[config.mk]
export PLATFORM = sky130hd
export DESIGN_NAME = down_timer
export DESIGN_NICKNAME = d
export VERILOG_FILES = /design/src/rtl/level1_pkg.sv /design/src/rtl/down_timer.sv
export SDC_FILE = /design/constraint.sdc
export NUM_CORES = 1
export LEC_CHECK = 0
export ABC_AREA = 1
export BUFFER_PORTS_ARGS = -buffer_cell sky130_fd_sc_hd__buf_2
export CAP_MARGIN = 20
export CORE_MARGIN = 4
export CORE_UTILIZATION = 25
export CTS_CLUSTER_SIZE = 40
export DETAILED_ROUTE_END_ITERATION = 7
export PLACE_DENSITY = 0.52
export SETUP_SLACK_MARGIN = 0.3
export SLEW_MARGIN = 20
export SYNTH_ARGS = -nofsm -noshare
export SYNTH_HDL_FRONTEND = slang
export SYNTH_SLANG_ARGS = --single-unit
export TNS_END_PERCENT = 5
[constraint.sdc]
create_clock -name clk -period 2.1 [get_ports clk]
set_input_delay 0.21 -clock clk [delete_from_list [all_inputs] [get_ports clk]]
set_output_delay 0.21 -clock clk [all_outputs]
set_load 0.01 [all_outputs]
[src/rtl/level1_pkg.sv]
// Shared types and defaults for the level-1 sequential exercise blocks.
package level1_pkg;

    typedef enum logic [1:0] {
        IDLE = 2'd0,
        RUN  = 2'd1,
        DONE = 2'd2
    } timer_state_t;

    localparam int TIMER_W_DEFAULT = 4;

endpackage

[src/rtl/down_timer.sv]
// Loadable down-counter with one-shot / auto-reload sequencing and a one-cycle
// terminal-count pulse. Every output comes straight from a flop.
module down_timer
    import level1_pkg::*;
#(
    parameter int unsigned W = TIMER_W_DEFAULT
) (
    input  logic         clk,
    input  logic         rst_,
    input  logic         load,
    input  logic [W-1:0] load_val,
    input  logic         start,
    input  logic         en,
    input  logic         auto_reload,
    output logic [W-1:0] count,
    output logic         busy,
    output logic         done,
    output logic         tc
);

    timer_state_t state_q, state_d;
    logic [W-1:0] count_q, count_d;
    logic [W-1:0] reload_q, reload_d;
    logic         tc_q, tc_d;
    logic         busy_q, done_q;

    // Next-state: load beats start, start beats the enabled decrement.
    always_comb begin
        state_d  = state_q;
        count_d  = count_q;
        reload_d = reload_q;
        tc_d     = 1'b0;

        if (load) begin
            count_d  = load_val;
            reload_d = load_val;
            state_d  = IDLE;
        end else begin
            case (state_q)
                IDLE, DONE: begin
                    if (start && (reload_q != '0)) begin
                        count_d = reload_q;
                        state_d = RUN;
                    end
                end
                RUN: begin
                    if (en) begin
                        if (count_q == W'(1)) begin
                            tc_d = 1'b1;
                            if (auto_reload) begin
                                count_d = reload_q;
                            end else begin
                                count_d = '0;
                                state_d = DONE;
                            end
                        end else begin
                            count_d = count_q - W'(1);
                        end
                    end
                end
                default: begin
                    state_d = IDLE;
                end
            endcase
        end
    end

    // Status flags are registered from the next state so they track state_q exactly.
    always_ff @(posedge clk or negedge rst_) begin
        if (!rst_) begin
            state_q  <= IDLE;
            count_q  <= '0;
            reload_q <= '0;
            tc_q     <= 1'b0;
            busy_q   <= 1'b0;
            done_q   <= 1'b0;
        end else begin
            state_q  <= state_d;
            count_q  <= count_d;
            reload_q <= reload_d;
            tc_q     <= tc_d;
            busy_q   <= (state_d == RUN);
            done_q   <= (state_d == DONE);
        end
    end

    assign count = count_q;
    assign busy  = busy_q;
    assign done  = done_q;
    assign tc    = tc_q;

endmodule

==> flow_summary.json <==
{
  "ios": 17,
  "fmax_mhz": 713.2,
  "combPwrFrac_pct": 30.1,
  "maxSlewHeadroom_pct": 79.58,
  "finalSetupViolations": 0,
  "rsz0062_at_grt": "no",
  "slowest_delay_ps": 420,
  "clkLatencyLatePin_ps": 280,
  "path_max_fanout": 4,
  "crit_path_frequent_cell": "nand2_2",
  "start_kind": "flip-flop",
  "numCtsBuffers": 3,
  "final_common_cell": "nand2_1",
  "cts.clk_slew.worst_paths_ps": 80,
  "crit_type": "reg -> reg",
  "switching_share_pct": 35.94,
  "ys_ff_latch": 13,
  "num_antenna_cells": 0,
  "vdd_drop_max_mv": 0.3310,
  "p_clk_share_pct": 23.8,
  "arrival_ps": 1570,
  "ys_types": 17,
  "grtUsageTotal_pct": 8.755,
  "yosysSeqAreaShare_pct": 43.33,
  "htree_levels": 1,
  "fin_nets": 137,
  "via_per_inst": 4.232,
  "globalplace.congestion": 0.8186,
  "final_hold_viol_count": 0,
  "synth_area_um2": 750.7,
  "grt_pass1_wl_mm": 2.677,
  "drt-total-wl_mm": 1.544,
  "drtAntennaViolNets": 0,
  "leakage_uw": 0.0004972,
  "core_um2": 2805,
  "worstMarginPinSlew_ps": 306.3,
  "fin_worst_skew_ps": 7.641,
  "port_buffers": 16,
  "power_frac_seq_pct": 46.1,
  "period_share_pct": 66.77,
  "clock-sinks": 13,
  "dieHeight_um": 62.80,
  "first_global_vias": 624,
  "grt_max_degree": 16,
  "run_status": "finished, final reports clean",
  "timing.hold.ws_ps": 155.5,
  "areaGrowthSynthToFinish_pct": 20.00,
  "die_w_um": 62.80,
  "root_buffer": "clkbuf_4",
  "postLayoutCoreUtil_pct": 32.11,
  "cts_tree": "done",
  "maxSlewViolCount": 0,
  "end_kind": "flip-flop",
  "dp_hpwl_mm": 1.246,
  "start_util_pct": 26.76,
  "switching_power_uw": 240.8,
  "drc_errors": 0,
  "mostFrequentLayoutCells": "31 x nand2_1, 16 x buf_2, 14 x nor2_1",
  "cp.buffers_inverters": 2,
  "antenna_found_initial": 0,
  "p_per_area_nw_per_um2": 743.6,
  "placed_cell_area_um2": 864.6,
  "rows": 19,
  "syn_avg_cell_area_um2": 7.218,
  "syn-num-nets": 116,
  "wl_per_cell_um": 9.961,
  "cp_slowest_cell": "dfrtp_1",
  "required_ps": 2270,
  "yosys_warnings": 0,
  "vias": 656,
  "stdcell_area_um2": 900.9,
  "grt_overflow": 0,
  "fin_crit_ps": 1402,
  "internal-power_uw": 429.1,
  "synthTopCellsByArea": "dfrtp_1 43%, nand2_1 16%, nor2_1 7.0%",
  "path_delay_family": "simple AND/OR/NAND/NOR gates",
  "synth_cells": 104,
  "crit_chain": "inv_1 > ha_1 > inv_2 > nor2_4 > nand2_2 > or2_4 > nand2_2 > o21ai_2",
  "fin_tns_setup_ps": 0,
  "hp-class": "in -> reg",
  "drt_iter0_markers": 25,
  "maxCapViolations": 0,
  "synth_top_area_cell": "dfrtp_1",
  "final_layout_size_suffix_gt1_share_pct": 29.03,
  "cts_buffer_depth": 2,
  "synth_top_area_share_pct": 43.33,
  "dieArea_um2": 3944,
  "drtPass1Iterations": 4
}
what timing repair did:
item / CTS / global route
buffers inserted: 0 / 0
resized for setup: 0 / 0
endpoints found under the hold margin: 13 / 0
hold buffers: 1 / 0
flip-flops by register name, summed over array words and instances, names as in the netlist:
signal / count
reload_q: 4
tc: 1
count: 4
state_q: 2
done: 1
busy: 1
logic make-up after synthesis:
kind of cell	Yosys count	share of synthesized area, %
adders and majority gates	2	3.333
AOI/OAI and AO/OA	9	7.000
and+or+nand+nor	62	37.00
DFF	13	43.33
buffers and inverters	18	9.332
power by group through the flow:
stage	Combinational [uW]	Sequential [uW]	Clock (uW)
floorplan	135	318	0
detailed placement	204	314	0
global placement	205	311	0
finish	202	309	160
global route	235	315	179
CTS	207	309	170
stage by stage:
stage                     setup WS [ps]  instances  power, uW
after detailed placement          707.9        150      518.1
after CTS                         688.5        155      685.5
final                             697.8        155      669.9
after floorplan                   747.8        104      453.3
after global routing              589.0        155      728.7
after global placement            750.6        150      516.0
worst min-delay path, cell delays in order:
cell     delay (ps)
buf_2            80
nand2_1          60
o21ai_0          60
final timing paths:
| path | startpoint | end | slack [ps] | depth (start not counted) |
|---|---|---|---|---|
| max | count[1] | state_q[0] | 700 | 8 |
| min | load_val[2] | reload_q[2] | 160 | 3 |
| max reg2reg | count[1] | state_q[0] | 700 | 8 |
| min reg2reg | count[0] | count[0] | 550 | 2 |
| max in group asynchronous | rst_ | state_q[1] | 1520 | 2 |
| min in group asynchronous | rst_ | reload_q[2] | 340 | 2 |
cell type report:
| cell class | instances | area (um2) |
|---|---|---|
| Sequential cell | 13 | 325.3 |
| Inverter | 17 | 65.06 |
| Fill cell | 308 | 1904 |
| Clock buffer | 4 | 26.28 |
| Tap cell | 31 | 38.79 |
| Timing Repair Buffer | 17 | 90.09 |
| Multi-Input combinational cell | 73 | 355.3 |
layer usage:
metal / vias up / wire length [um] / part of all wire, % / global-route usage (%)
li1: 358 / - / - / -
met1: 275 / 799 / 52 / 11.01
met2: 19 / 610 / 40 / 12.65
met3: 4 / 103 / 6.7 / 3.957
met4: 0 / 31 / 2.0 / 4.132
met5: - / 0 / 0 / 0
Yosys cell counts:
library cell and number:
nand2_1 31, nor2_1 14, dfrtp_1 13, nand3_1 10, inv_1 9, inv_2 7, o21ai_0 4, nand2_2 3
ha_1 2, nand3_2 2, o21ai_1 2, o21ai_2 2, a21oi_1 1, buf_2 1, clkinv_2 1, nor2_4 1
or2_4 1
No activity file was read; power rests on OpenSTA's default activity.
